### src/rtl/mips_reg_writeback_if.sv
// mips_reg_writeback_if: ALU/load result, issue and register-file write bundle.
// MIPS_WB_FWD_EN adds the two forwarding lookup ports.
interface mips_reg_writeback_if;
    logic        alu_valid, alu_ready;
    logic [4:0]  alu_addr;
    logic [31:0] alu_data;
    logic        ld_valid, ld_ready, ld_signed, ld_err;
    logic [4:0]  ld_addr;
    logic [31:0] ld_word;
    logic [1:0]  ld_size, ld_off;
    logic        issue_valid, issue_ready;
    logic [4:0]  issue_addr;
    logic [31:0] busy;
    logic        RegWrite;
    logic [4:0]  WriteAddress;
    logic [31:0] DataIn;
`ifdef MIPS_WB_FWD_EN
    logic [4:0]  fwd_addr1, fwd_addr2;
    logic        fwd_hit1, fwd_hit2;
    logic [31:0] fwd_data1, fwd_data2;
`endif
    modport master (
        output alu_valid, alu_addr, alu_data, ld_valid, ld_addr, ld_word, ld_size, ld_signed, ld_off,
               issue_valid, issue_addr,
`ifdef MIPS_WB_FWD_EN
        output fwd_addr1, fwd_addr2,
        input  fwd_hit1, fwd_hit2, fwd_data1, fwd_data2,
`endif
        input  alu_ready, ld_ready, ld_err, issue_ready, busy, RegWrite, WriteAddress, DataIn
    );
    modport slave (
        input  alu_valid, alu_addr, alu_data, ld_valid, ld_addr, ld_word, ld_size, ld_signed, ld_off,
               issue_valid, issue_addr,
`ifdef MIPS_WB_FWD_EN
        input  fwd_addr1, fwd_addr2,
        output fwd_hit1, fwd_hit2, fwd_data1, fwd_data2,
`endif
        output alu_ready, ld_ready, ld_err, issue_ready, busy, RegWrite, WriteAddress, DataIn
    );
endinterface

### src/rtl/mips_reg_writeback.sv
// mips_reg_writeback: queued register-file write driver with load extraction and pending-write scoreboard.
// Optional queue bypass lookup enabled by MIPS_WB_FWD_EN.
module mips_reg_writeback #(
    parameter int DEPTH  = 4,
    parameter int PCNT_W = 2
) (
    input logic CLK,
    input logic reset,
    mips_reg_writeback_if.slave bus
);
    localparam int AW = $clog2(DEPTH);
    localparam logic [AW:0] LAST = (AW+1)'(DEPTH-1);
    localparam logic [AW:0] NEAR = (AW+1)'(DEPTH-2);
    logic [4:0]    q_addr [DEPTH];
    logic [31:0]   q_data [DEPTH];
    logic [AW-1:0] rd_ptr, wr_ptr, alu_slot;
    logic [AW:0]   count;
    logic [7:0]    ld_byte;
    logic [15:0]   ld_half;
    logic [31:0]   ld_ext, busy_v, sat;
    logic          ld_bad, ld_fire, alu_fire, ld_push, alu_push, pop;
    always_comb begin
        ld_byte = bus.ld_word[8*bus.ld_off +: 8];
        ld_half = bus.ld_off[1] ? bus.ld_word[31:16] : bus.ld_word[15:0];
        ld_ext  = bus.ld_size == 2'b00 ? {{24{bus.ld_signed & ld_byte[7]}}, ld_byte} :
                  bus.ld_size == 2'b01 ? {{16{bus.ld_signed & ld_half[15]}}, ld_half} : bus.ld_word;
        ld_bad  = (bus.ld_size == 2'b01 && bus.ld_off[0]) || (bus.ld_size == 2'b10 && bus.ld_off != 2'b00) ||
                  bus.ld_size == 2'b11;
    end
    // readiness looks only at the registered count; a same-cycle pop earns no credit
    assign bus.ld_ready  = count <= LAST;
    assign bus.alu_ready = count <= NEAR || (count == LAST && !bus.ld_valid);
    assign ld_fire  = bus.ld_valid && bus.ld_ready;
    assign alu_fire = bus.alu_valid && bus.alu_ready;
    assign ld_push  = ld_fire && !ld_bad && bus.ld_addr != 5'd0;
    assign alu_push = alu_fire && bus.alu_addr != 5'd0;
    assign alu_slot = wr_ptr + AW'(ld_push);
    assign pop = count != '0;
    assign bus.RegWrite     = pop;
    assign bus.WriteAddress = pop ? q_addr[rd_ptr] : 5'd0;
    assign bus.DataIn       = pop ? q_data[rd_ptr] : 32'd0;
    assign bus.issue_ready  = !sat[bus.issue_addr];
    assign bus.busy = busy_v;
    always_ff @(posedge CLK) begin
        if (ld_push) begin
            q_addr[wr_ptr] <= bus.ld_addr;
            q_data[wr_ptr] <= ld_ext;
        end
        if (alu_push) begin
            q_addr[alu_slot] <= bus.alu_addr;
            q_data[alu_slot] <= bus.alu_data;
        end
    end
    always_ff @(posedge CLK or posedge reset) begin
        if (reset) begin
            rd_ptr     <= '0;
            wr_ptr     <= '0;
            count      <= '0;
            bus.ld_err <= 1'b0;
        end else begin
            rd_ptr     <= rd_ptr + AW'(pop);
            wr_ptr     <= wr_ptr + AW'(ld_push) + AW'(alu_push);
            count      <= count + (AW+1)'(ld_push) + (AW+1)'(alu_push) - (AW+1)'(pop);
            bus.ld_err <= ld_fire && ld_bad;
        end
    end
    // register 0 never increments, so its counter stays at zero and busy[0] stays low
    for (genvar r = 0; r < 32; r++) begin : g_sb
        logic [PCNT_W-1:0] c;
        logic inc, dec;
        assign inc = bus.issue_valid && bus.issue_ready && bus.issue_addr == 5'(r) && r != 0;
        assign dec = pop && bus.WriteAddress == 5'(r) && c != '0;
        assign sat[r]    = c == '1;
        assign busy_v[r] = c != '0;
        always_ff @(posedge CLK or posedge reset) begin
            if (reset)
                c <= '0;
            else if (inc != dec)
                c <= inc ? c + 1'b1 : c - 1'b1;
        end
    end
`ifdef MIPS_WB_FWD_EN
    // walk oldest to youngest so the youngest match wins
    always_comb begin
        bus.fwd_hit1  = 1'b0;
        bus.fwd_hit2  = 1'b0;
        bus.fwd_data1 = 32'd0;
        bus.fwd_data2 = 32'd0;
        for (int i = 0; i < DEPTH; i++) begin
            if ((AW+1)'(i) < count && bus.fwd_addr1 != 5'd0 && q_addr[rd_ptr + AW'(i)] == bus.fwd_addr1) begin
                bus.fwd_hit1  = 1'b1;
                bus.fwd_data1 = q_data[rd_ptr + AW'(i)];
            end
            if ((AW+1)'(i) < count && bus.fwd_addr2 != 5'd0 && q_addr[rd_ptr + AW'(i)] == bus.fwd_addr2) begin
                bus.fwd_hit2  = 1'b1;
                bus.fwd_data2 = q_data[rd_ptr + AW'(i)];
            end
        end
    end
`endif
endmodule

### src/flat_wrapper.sv
// flat-port wrapper written by rule: the top's interface ports become plain ports
module mips_reg_writeback_flat 
#(
    parameter int DEPTH  = 4,
    parameter int PCNT_W = 2
)
  (CLK, reset, bus_alu_valid, bus_alu_addr, bus_alu_data, bus_ld_valid, bus_ld_addr, bus_ld_word, bus_ld_size, bus_ld_signed, bus_ld_off, bus_issue_valid, bus_issue_addr, bus_alu_ready, bus_ld_ready, bus_ld_err, bus_issue_ready, bus_busy, bus_RegWrite, bus_WriteAddress, bus_DataIn);
  mips_reg_writeback_if bus_i ();
  input logic CLK;
  input logic reset;
  input wire logic [$bits(bus_i.alu_valid)-1:0] bus_alu_valid;
  input wire logic [$bits(bus_i.alu_addr)-1:0] bus_alu_addr;
  input wire logic [$bits(bus_i.alu_data)-1:0] bus_alu_data;
  input wire logic [$bits(bus_i.ld_valid)-1:0] bus_ld_valid;
  input wire logic [$bits(bus_i.ld_addr)-1:0] bus_ld_addr;
  input wire logic [$bits(bus_i.ld_word)-1:0] bus_ld_word;
  input wire logic [$bits(bus_i.ld_size)-1:0] bus_ld_size;
  input wire logic [$bits(bus_i.ld_signed)-1:0] bus_ld_signed;
  input wire logic [$bits(bus_i.ld_off)-1:0] bus_ld_off;
  input wire logic [$bits(bus_i.issue_valid)-1:0] bus_issue_valid;
  input wire logic [$bits(bus_i.issue_addr)-1:0] bus_issue_addr;
  output wire logic [$bits(bus_i.alu_ready)-1:0] bus_alu_ready;
  output wire logic [$bits(bus_i.ld_ready)-1:0] bus_ld_ready;
  output wire logic [$bits(bus_i.ld_err)-1:0] bus_ld_err;
  output wire logic [$bits(bus_i.issue_ready)-1:0] bus_issue_ready;
  output wire logic [$bits(bus_i.busy)-1:0] bus_busy;
  output wire logic [$bits(bus_i.RegWrite)-1:0] bus_RegWrite;
  output wire logic [$bits(bus_i.WriteAddress)-1:0] bus_WriteAddress;
  output wire logic [$bits(bus_i.DataIn)-1:0] bus_DataIn;
  assign bus_i.alu_valid = bus_alu_valid;
  assign bus_i.alu_addr = bus_alu_addr;
  assign bus_i.alu_data = bus_alu_data;
  assign bus_i.ld_valid = bus_ld_valid;
  assign bus_i.ld_addr = bus_ld_addr;
  assign bus_i.ld_word = bus_ld_word;
  assign bus_i.ld_size = bus_ld_size;
  assign bus_i.ld_signed = bus_ld_signed;
  assign bus_i.ld_off = bus_ld_off;
  assign bus_i.issue_valid = bus_issue_valid;
  assign bus_i.issue_addr = bus_issue_addr;
  assign bus_alu_ready = bus_i.alu_ready;
  assign bus_ld_ready = bus_i.ld_ready;
  assign bus_ld_err = bus_i.ld_err;
  assign bus_issue_ready = bus_i.issue_ready;
  assign bus_busy = bus_i.busy;
  assign bus_RegWrite = bus_i.RegWrite;
  assign bus_WriteAddress = bus_i.WriteAddress;
  assign bus_DataIn = bus_i.DataIn;
  mips_reg_writeback #(.DEPTH(DEPTH), .PCNT_W(PCNT_W)) u_core (.CLK(CLK), .reset(reset), .bus(bus_i));
endmodule
### config.mk
export PLATFORM = sky130hd
export DESIGN_NAME = mips_reg_writeback_flat
export DESIGN_NICKNAME = d
export VERILOG_FILES = /design/src/rtl/mips_reg_writeback_if.sv /design/src/rtl/mips_reg_writeback.sv /design/src/flat_wrapper.sv
export SDC_FILE = /design/constraint.sdc
export NUM_CORES = 1
export LEC_CHECK = 0
export ABC_AREA = 1
export ABC_CLOCK_PERIOD_IN_PS = 9600
export BUFFER_PORTS_ARGS = -buffer_cell sky130_fd_sc_hd__buf_2
export CAP_MARGIN = 5
export CORE_MARGIN = 5
export CORE_UTILIZATION = 40
export CTS_CLUSTER_DIAMETER = 150
export DETAILED_ROUTE_END_ITERATION = 7
export PLACE_DENSITY_LB_ADDON = 0.05
export SYNTH_ARGS = -nofsm -noshare
export SYNTH_HDL_FRONTEND = slang
export SYNTH_SLANG_ARGS = --single-unit
### constraint.sdc
create_clock -name CLK -period 9.6 [get_ports CLK]
set_input_delay 1.92 -clock CLK [delete_from_list [all_inputs] [get_ports CLK]]
set_output_delay 1.92 -clock CLK [all_outputs]
set_load 0.005 [all_outputs]
After elaboration in Yosys (flattened, before gate mapping)
Memories as Yosys holds them, arrays and structs flattened.
Cells that the tools add are included.
Widths: inputs -> output; s select.

word-level totals
  RAM bits = 148
  bits in registers = 72
  output and inout bits = 74
  memories kept = 2

operators by class
  shift operators = 1
  reduce and logical (&&, ||, !) cells = 149
  order comparisons = 3
  mux-type cells = 42
  equal/unequal tests = 129
  bitwise gates (word level) = 2
  add/sub/neg operators = 69

memory list
  name           words  bits a word  rd ports  clocked after memory_dff  write ports  RTL line                  source
  u_core.q_data  4      32           1         0                         2            mips_reg_writeback.sv:15  logic [31:0] q_data [DEPTH];
  u_core.q_addr  4      5            1         0                         2            mips_reg_writeback.sv:14  logic [4:0] q_addr [DEPTH];

operators with widths
  cell                 number
  $eq 5x5->1 const B   32
  $logic_and 1x1->1    105
  $mux 32              3
  $eq 5x4->1 const B   16
  $eq 2x2->1 const B   34
  $reduce_bool 2->1    33
  $sub 2x1->2 const B  32
  $add 2x1->2 const B  31
  $mux 2               31
  $eq 5x3->1 const B   8
  $shiftx 32x6->8      1
  $ne 1x1->1           31
  $eq 5x2->1 const B   4
  $mux 16              1
  $eq 5x1->1 const B   2
  $reduce_bool 5->1    2
  $add 2x1->2          3
  $add 3x1->3          2
  $le 3x2->1 const B   2
  $lt 5x6->1 const B   1
  $bmux 1 s5           1
  $logic_not 5->1      1
  $mux 1               5
  $mux 5               1
  other kinds (8)      13

Longest topological paths before layout
Gate-level depths: netlist of the first run.

  word-level depth = 10
  mapped depth = 17
  depth with buffers taken out = 16

Worst setup path after synthesis of the first run
No wires, ideal clock.

  path type = input port to flip-flop
  from = input port bus_ld_off[0]
  to = memory u_core.q_addr[0][0], enable pin
  data arrival time = 5398 ps
  required time = 9113 ps
  path buffers = 2
  cell stages on the path = 5
  path slack = 3714 ps
  path through = clkbuf_1 > clkbuf_1 > o22ai_1 > nand2_1 > o31ai_1

RTL lines
  element          RTL line                  source
  start, declared  flat_wrapper.sv:19        input wire logic [$bits(bus_i.ld_off)-1:0] bus_ld_off;
  end, declared    mips_reg_writeback.sv:14

Worst setup path after layout of the first run
  from = input port bus_issue_addr[0]
  to = output port bus_issue_ready

between the ends
  longest elaborated chain between the ends = 3

ends and longest elaborated chain
  element                       RTL line                  source
  start, declared               flat_wrapper.sv:21        input wire logic [$bits(bus_i.issue_addr)-1:0] bus_issue_addr;
  $bmux 1 s5                    mips_reg_writeback.sv:42  assign bus.issue_ready = !sat[bus.issue_addr];
  $mux 1 (implied by the code)  mips_reg_writeback.sv:42
  $logic_not 1->1               mips_reg_writeback.sv:42
  end, declared                 flat_wrapper.sv:25        output wire logic [$bits(bus_i.issue_ready)-1:0] bus_issue_ready;

Every way passes these cells. The select of a mux whose other input is x is not followed.

==> results.sh, run 1 <==
export IMPL_ys_seq_elements=220
export IMPL_ant_diodes=0
export IMPL_setup_worst_path_end_class="primary output"
export IMPL_htree_num_levels=1
export IMPL_yosysTopAreaCellShare_pct=32.42
export IMPL_floorplan_rows=67
export IMPL_detailedPlacementHpwl_um=29060
export IMPL_clock_fmax_ghz=0.1671
export IMPL_net_count_synth=2010
export IMPL_initial_antenna_violation_count=0
export IMPL_final_setup_tns_ns=0
export IMPL_wire_length_of_the_first_global_routing_pass_um=68080
export IMPL_filler_cell_count=3524
export IMPL_start_kind="input pin"
export IMPL_nets=2126
export IMPL_synth_compound_area_share_pct=12.42
export IMPL_avgViaCountPerCell=5.155
export IMPL_actual_slew_at_the_worst_max_slew_pin_ns=0.9611
export IMPL_postSynth_topFlopCell="sky130_fd_sc_hd__edfxtp_1"
export IMPL_clock_insertion_delay_worst_skew_ns=0.55
export IMPL_yosys_area_share_adder_pct=1.022
export IMPL_syn_instance_count=1911
export IMPL_areaGrowthSynthToFinish_pct=15.17
export IMPL_synth_cell_area_um2=13710
export IMPL_clock_skew_ns=0.009250
export IMPL_floorplan_core_area_um2=33700
export IMPL_synth_edf_count=148
export IMPL_worst_ir_drop_vdd_mv=0.1942
export IMPL_cts_resized_gates=0
export IMPL_max_slew_margin_rel_pct=35.93
export IMPL_detail_route_first_pass_iterations=7
export IMPL_outcome="complete, no violations"
export IMPL_gp_congestion=0.8972
export IMPL_worst_ep_required_time_ns=7.68
export IMPL_path_max_fanout=81
export IMPL_grt_max_degree=83
export IMPL_cp_data_arrival_time_ns=4.06
export IMPL_mostFrequentLayoutCells="507 x sky130_fd_sc_hd__nand2_1, 276 x sky130_fd_sc_hd__o21ai_0, 228 x sky130_fd_sc_hd__inv_1"
export IMPL_main_combinational_cell_family_by_area_after_synthesis="simple AND/OR/NAND/NOR gates"
export IMPL_slowest_delay_ns=0.63
export IMPL_setup_violations_final=0
export IMPL_dp_cells=2446
export IMPL_synth_top_area_cell="sky130_fd_sc_hd__edfxtp_1"
export IMPL_layout_cells_non_filler=2495
export IMPL_slew_violations=0
export IMPL_grt_util_all_layers_pct=22.08
export IMPL_synth_xor_area_share_pct=0.3195
export IMPL_critPathSlowestCell="sky130_fd_sc_hd__nand2_4"
export IMPL_finalCriticalPeriod_ns=5.985
export IMPL_detail_route_drc_violations=0
export IMPL_dieWidth_um=195.1
export IMPL_top_level_ports=163
export IMPL_design_die_area_um2=38070
export IMPL_grt_setup_unrepaired="false"
export IMPL_fin_crit_sh_pct=62.34
export IMPL_average_wire_per_standard_cell_um=17.29
export IMPL_power_leakage_nw=7.706
export IMPL_cts_hold_buffers_added=0
export IMPL_layout_cells_most_common="sky130_fd_sc_hd__nand2_1"
export IMPL_netlist_top_cells_area="sky130_fd_sc_hd__edfxtp_1 32%, sky130_fd_sc_hd__nand2_1 14%, sky130_fd_sc_hd__dfrtp_1 13%, sky130_fd_sc_hd__o21ai_0 10%, sky130_fd_sc_hd__nand3_1 6.9%"
export IMPL_power_per_cell_area_nw_per_um2=292.7
export IMPL_power_mw=4.620
export IMPL_cts_repair_timing_setup_buffer_count=0
export IMPL_port_buffer_count=162
export IMPL_detailedRoute_firstIterationViolations=769
export IMPL_max_clock_path_buffers=3
export IMPL_tritoncts_num_buffers=27
export IMPL_synth_mux_area_fraction_pct=0.5111
export IMPL_post_synth_num_cell_types=35
export IMPL_timing_hold_worst_class="register to register"
export IMPL_vias=12861
export IMPL_overflow=0
export IMPL_antenna_violating_nets_post_route=0
export IMPL_finalHoldViolations=0
export IMPL_fraction_of_layout_instances_using_a_drive_strength_above_1_pct=11.82
export IMPL_clk_sinks=220
export IMPL_root_buffer="sky130_fd_sc_hd__clkbuf_16"
export IMPL_critical_path_cell_chain="buf_2 > nand2_1 > inv_1 > nand2_1 > o21ai_0 > nor2_1 > nor2_1 > nor2_1 > nand2_1 > nand2_4 > buf_2"
export IMPL_maxCapViolations=0
export IMPL_cts_tree="built"
export IMPL_timing_setup_critical_path_class="input pin to primary output"
export IMPL_vias_in_the_first_global_route=12512
export IMPL_postSynth_asyncResetShare_pct=32.73
export IMPL_starting_density_of_the_core_pct=40.68
export IMPL_yosysWarnings=0
export IMPL_post_synth_and_or_nand_nor_area_fraction_pct=30.92
export IMPL_synth_area_per_cell_um2=7.173
export IMPL_post_synthesis_sequential_area_ratio_pct=45.56
export IMPL_clk_transition_reported_paths_ns=0.06
export IMPL_drt_wl_total_um=43130
export IMPL_die_height_um=195.1
[layer usage]
metal,global-route usage (%),wire (um)
met1,28.32,18610
met2,38.79,21110
met3,2.981,1989
met4,6.956,1424
met5,0,0
[through the flow]
stage | area (um^2) | hold slack (ns) | util [%] | setup WS, ns
global placement | 14900 | 0.4979 | 44.22 | 3.709
global route | 15790 | 0.5717 | 46.85 | 3.434
floorplan | 13710 | 0.4782 | - | 3.714
finish | 15790 | 0.5222 | 46.85 | 3.615
CTS | 15790 | 0.5236 | 46.85 | 3.650
detailed placement | 14900 | 0.5094 | 44.22 | 3.640
[report_power, final]
group / switching [mW] / leakage, nW / internal [mW]
combinational: 1.45 / 5.07 / 0.662
clock: 0.422 / 0.435 / 0.603
sequential: 0.141 / 2.20 / 1.34
total: 2.01 / 7.71 / 2.61
[final cells by class]
| class | count | area, um^2 | area share, % |
|---|---|---|---|
| tap | 448 | 560.5 | 3.550 |
| multi-input combinational | 1365 | 6271 | 39.72 |
| timing repair buffer | 180 | 945.9 | 5.991 |
| clock inverter | 14 | 141.4 | 0.8956 |
| inverter | 233 | 875.8 | 5.548 |
| clock buffer | 35 | 745.7 | 4.723 |
| sequential | 220 | 6247 | 39.57 |
[cell families after synthesis]
kind of cell,count (synthesis)
AND/OR/NAND/NOR,1008
flip-flops,220
buffers and inverters,326
multiplexers,7
XOR/XNOR,5
adder cells (fa/ha/maj),10
AO/OA/AOI/OAI,335
[critical path: cells and delay by family]
kind            cells  cell delay (ns)
simple gates        7             1.41
buf+inv             3             0.60
compound gates      1             0.10
[final timing paths]
path / startpoint / end / slack (ns) / cells after the start
min: u_core.g_sb[0].c[1]$_DFFE_PP0P_ / u_core.g_sb[0].c[1]$_DFFE_PP0P_ / 0.52 / 2
max reg2reg: u_core.count[2]$_DFF_PP0_ / u_core.q_data[3][18]$_DFFE_PP_ / 5.56 / 14
min reg2reg: u_core.g_sb[0].c[1]$_DFFE_PP0P_ / u_core.g_sb[0].c[1]$_DFFE_PP0P_ / 0.52 / 2
max: bus_issue_addr[0] / bus_issue_ready / 3.62 / 11
max in group asynchronous: reset / u_core.rd_ptr[0]$_DFF_PP0_ / 7.18 / 3
min in group asynchronous: reset / u_core.g_sb[0].c[0]$_DFFE_PP0P_ / 1.40 / 2
[cell usage after synthesis, types with 3 or more instances]
master and count:
sky130_fd_sc_hd__o31ai_1 4, sky130_fd_sc_hd__edfxtp_1 148, sky130_fd_sc_hd__clkbuf_1 61, sky130_fd_sc_hd__inv_1 230, sky130_fd_sc_hd__buf_2 16, sky130_fd_sc_hd__o211ai_1 3
sky130_fd_sc_hd__mux2i_1 7, sky130_fd_sc_hd__nand4_1 62, sky130_fd_sc_hd__ha_1 8, sky130_fd_sc_hd__nor3_1 26, sky130_fd_sc_hd__o21ai_0 276, sky130_fd_sc_hd__nand2_1 507
sky130_fd_sc_hd__nand3_1 188, sky130_fd_sc_hd__buf_1 11, sky130_fd_sc_hd__nor2_1 218, sky130_fd_sc_hd__buf_4 4, sky130_fd_sc_hd__a21oi_1 47, sky130_fd_sc_hd__dfrtp_1 72
sky130_fd_sc_hd__xnor2_1 3
[flip-flops by register name, indices dropped and copies added, names as in the netlist]
name	count
u_core.rd_ptr	2
u_core.q_addr	20
u_core.wr_ptr	2
u_core.q_data	128
u_core.g_sb.c	64
u_core.count	3
u_core.bus.ld_err	1
(Power assumes the default switching activity.)
==> run 2, diff against run 1 <==
--- a/config.mk
+++ b/config.mk
@@ -5,8 +5,8 @@
 export SDC_FILE = /design/constraint.sdc
 export NUM_CORES = 1
 export LEC_CHECK = 0
-export ABC_AREA = 1
-export ABC_CLOCK_PERIOD_IN_PS = 9600
+export ABC_AREA = 0
+export ABC_CLOCK_PERIOD_IN_PS = 5890
 export BUFFER_PORTS_ARGS = -buffer_cell sky130_fd_sc_hd__buf_2
 export CAP_MARGIN = 5
 export CORE_MARGIN = 5
==> constraint.sdc (replaced) <==
create_clock -name CLK -period 5.89 [get_ports CLK]
set_input_delay 1.178 -clock CLK [delete_from_list [all_inputs] [get_ports CLK]]
set_output_delay 1.178 -clock CLK [all_outputs]
set_load 0.005 [all_outputs]
==> run 2 against run 1 <==
Wire length decreased by 16%; combinational power increased by 30%; clock skew decreased by 0.0016 ns; power increased by 51%; synthesized area decreased by 6.2%; clock-buffer cell count increased by 1; cell area decreased by 5.5%; first-iteration DRC count decreased by 31%; cell count decreased by 30%; synthesized cell count decreased by 37%; critical endpoint is now u_core.q_addr[0][4]$_DFFE_PP_.
==> results.sh, run 2 <==
export IMPL_areaGrowthSynthToFinish_pct=15.91
export IMPL_power_per_cell_area_nw_per_um2=466.8
export IMPL_cts_hold_buffers_added=0
export IMPL_cts_resized_gates=0
export IMPL_critPathSlowestCell="sky130_fd_sc_hd__or4_2"
export IMPL_finalCriticalPeriod_ns=4.324
export IMPL_die_height_um=189.3
export IMPL_whs_ns=0.5328
export IMPL_outcome="complete, no violations"
export IMPL_main_combinational_cell_family_by_area_after_synthesis="simple AND/OR/NAND/NOR gates"
export IMPL_max_clock_path_buffers=3
export IMPL_clock_fmax_ghz=0.2313
export IMPL_postSynth_topFlopCell="sky130_fd_sc_hd__edfxtp_1"
export IMPL_overflow=0
export IMPL_grt_util_all_layers_pct=19.88
export IMPL_detailedPlacementHpwl_um=25120
export IMPL_top_level_ports=163
export IMPL_post_synthesis_sequential_area_ratio_pct=48.55
export IMPL_slowest_delay_ns=0.73
export IMPL_clk_sinks=220
export IMPL_timing_setup_critical_path_class="input pin to register"
export IMPL_setup_violations_final=0
export IMPL_yosysWarnings=0
export IMPL_power_clock_fraction_pct=24.5
export IMPL_synth_top_area_cell="sky130_fd_sc_hd__edfxtp_1"
export IMPL_slew_violations=0
export IMPL_largest_register="u_core.q_data"
export IMPL_layout_cells_most_common="sky130_fd_sc_hd__buf_2"
export IMPL_htree_num_levels=1
export IMPL_synth_compound_area_share_pct=13.68
export IMPL_drt_wl_total_um=36260
export IMPL_cts_tree="built"
export IMPL_cp_data_arrival_time_ns=4.53
export IMPL_yosys_area_share_adder_pct=1.089
export IMPL_synthTopCellsByCount="148 x sky130_fd_sc_hd__a21oi_1, 148 x sky130_fd_sc_hd__edfxtp_1, 148 x sky130_fd_sc_hd__nor2_1"
export IMPL_cts_repair_timing_setup_buffer_count=0
export IMPL_post_synth_num_cell_types=68
export IMPL_final_setup_tns_ns=0
export IMPL_initial_antenna_violation_count=4
export IMPL_postSynth_asyncResetShare_pct=32.73
export IMPL_largest_reg_flops=128
export IMPL_detail_route_drc_violations=0
export IMPL_critical_path_cell_chain="buf_2 > o21a_1 > o22ai_1 > o2111ai_1 > inv_1 > ha_1 > or4_2 > o31ai_4 > buf_4"
export IMPL_grt_max_degree=69
export IMPL_nets=1431
export IMPL_path_max_fanout=39
export IMPL_mostFrequentLayoutCells="162 x sky130_fd_sc_hd__buf_2, 148 x sky130_fd_sc_hd__a21oi_1, 148 x sky130_fd_sc_hd__nor2_1, 148 x sky130_fd_sc_hd__edfxtp_1, 70 x sky130_fd_sc_hd__dfrtp_1"
export IMPL_worst_ep_required_time_ns=6.10
export IMPL_actual_slew_at_the_worst_max_slew_pin_ns=1.147
export IMPL_port_buffer_count=162
export IMPL_detail_route_first_pass_iterations=5
export IMPL_post_synth_and_or_nand_nor_area_fraction_pct=15.98
export IMPL_average_wire_per_standard_cell_um=20.66
export IMPL_start_kind="input pin"
export IMPL_max_slew_margin_rel_pct=21.53
export IMPL_antenna_violating_nets_post_route=0
export IMPL_synth_edf_count=148
export IMPL_setup_worst_path_end_class="register"
export IMPL_worst_ir_drop_vdd_mv=0.2937
export IMPL_synth_mux_area_fraction_pct=13.59
export IMPL_timing_hold_worst_class="register to register"
export IMPL_clock_insertion_delay_worst_skew_ns=0.54
export IMPL_grt_setup_unrepaired="false"
export IMPL_pwr_share_seq_pct=36.0
export IMPL_floorplan_core_area_um2=31640
export IMPL_fin_util_pct=47.13
export IMPL_finalHoldViolations=0
export IMPL_net_count_synth=1296
export IMPL_largestRegisters="u_core.q_data (128), u_core.g_sb.c (64), u_core.q_addr (20)"
export IMPL_gp_congestion=0.8475
export IMPL_maxCapViolations=0
export IMPL_cell_internal_pwr_mw=4.423
export IMPL_synth_cell_area_um2=12860
export IMPL_vias_in_the_first_global_route=9779
export IMPL_avgViaCountPerCell=5.501
export IMPL_tritoncts_num_buffers=27
export IMPL_layout_cells_non_filler=1755
export IMPL_synth_area_per_cell_um2=10.75
export IMPL_fraction_of_layout_instances_using_a_drive_strength_above_1_pct=25.44
export IMPL_dp_cells=1705
export IMPL_comb_power_share_pct=39.5
export IMPL_design_die_area_um2=35850
export IMPL_root_buffer="sky130_fd_sc_hd__clkbuf_16"
export IMPL_vias=9654
export IMPL_clk_transition_reported_paths_ns=0.06
export IMPL_total_switching_power_mw=2.538
export IMPL_floorplan_rows=65
export IMPL_syn_instance_count=1197
export IMPL_synth_xor_area_share_pct=2.927
export IMPL_clock_skew_ns=0.007642
export IMPL_fin_crit_sh_pct=73.42
export IMPL_power_switching_fraction_pct=36.46
export IMPL_yosysTopAreaCellShare_pct=34.55
export IMPL_netlist_top_cells_area="sky130_fd_sc_hd__edfxtp_1 35%, sky130_fd_sc_hd__dfrtp_1 14%, sky130_fd_sc_hd__mux4_2 9.5%, sky130_fd_sc_hd__a21oi_1 5.8%, sky130_fd_sc_hd__nor2_1 4.3%"
export IMPL_detailedRoute_firstIterationViolations=527
export IMPL_ys_seq_elements=220
export IMPL_power_leakage_nw=5.792
export IMPL_starting_density_of_the_core_pct=40.66
export IMPL_wire_length_of_the_first_global_routing_pass_um=56400
export IMPL_dieWidth_um=189.3
==> run 2: cell count changes after synthesis, sizes merged, moves of 33 or more <==
cell,change
nor2,-70
nor2b,+33
nand2,-456
o21ai,-244
nand3,-148
and2,+58
nand4,-45
a21oi,+101
mux4,+54
inv,-179
==> run 2: worst paths after layout <==
| check | cells after the start | startpoint | to | slack (ns) |
|---|---|---|---|---|
| worst max-delay path | 9 | bus_ld_size[1] | u_core.q_addr[0][4]$_DFFE_PP_ | 1.57 |
| worst min-delay path | 1 | u_core.g_sb[23].c[1]$_DFFE_PP0P_ | u_core.g_sb[23].c[1]$_DFFE_PP0P_ | 0.53 |
| worst max register to register | 9 | u_core.count[2]$_DFF_PP0_ | u_core.q_addr[0][4]$_DFFE_PP_ | 2.17 |
| worst min register to register | 1 | u_core.g_sb[23].c[1]$_DFFE_PP0P_ | u_core.g_sb[23].c[1]$_DFFE_PP0P_ | 0.53 |
| max in group asynchronous | 3 | reset | u_core.rd_ptr[0]$_DFF_PP0_ | 4.00 |
| min in group asynchronous | 2 | reset | u_core.g_sb[27].c[1]$_DFFE_PP0P_ | 0.84 |
==> run 2: final cells by class <==
| cell class | count | area [um^2] |
|---|---|---|
| Clock buffer | 36 | 759.5 |
| Timing Repair Buffer | 177 | 923.4 |
| Antenna cell | 1 | 2.502 |
| Clock inverter | 13 | 150.1 |
| Sequential cell | 220 | 6248 |
| Tap cell | 402 | 503.0 |
| Inverter | 54 | 202.7 |
| Multi-Input combinational cell | 852 | 6122 |
| Fill cell | 2967 | 16720 |
==> run 2: kinds of logic after synthesis <==
family,Yosys count
AO/OA/AOI/OAI,289
XOR/XNOR,43
adder cells (fa/ha/maj),10
buffers and inverters,125
flip-flops,220
multiplexers,104
AND/OR/NAND/NOR,406
==> run 2: per-stage QoR <==
step	instance area [um^2]	worst slack [ns]	total power, mW
2_1_floorplan	12860	0.6348	4.368
6_report	14910	1.566	6.961
3_5_place_dp	14000	0.9843	5.336
3_3_place_gp	14000	1.024	5.304
4_1_cts	14910	1.549	7.064
5_1_grt	14910	1.386	7.433
==> run 2: worst max-delay path: cells and delay by family <==
kind	cells	cell delay, ns
compound gates	4	1.31
buf+inv	3	0.98
simple gates	1	0.73
fa+ha+maj	1	0.30
==> run 2: metal layers <==
layer / wire length [um] / global-route usage [%] / up-vias
met5: 48 / 0 / -
met4: 677 / 3.923 / 8
met3: 2303 / 3.503 / 46
met2: 17780 / 34.76 / 300
met1: 15450 / 26.21 / 4608
li1: - / - / 4692
==> run 2: power by group through the flow <==
stage | sequential (mW) | combinational (mW) | clock [mW]
finish | 2.51 | 2.75 | 1.70
global route | 2.57 | 3.06 | 1.80
CTS | 2.52 | 2.81 | 1.74
detailed placement | 2.54 | 2.79 | 0
global placement | 2.53 | 2.77 | 0
floorplan | 2.39 | 1.98 | 0
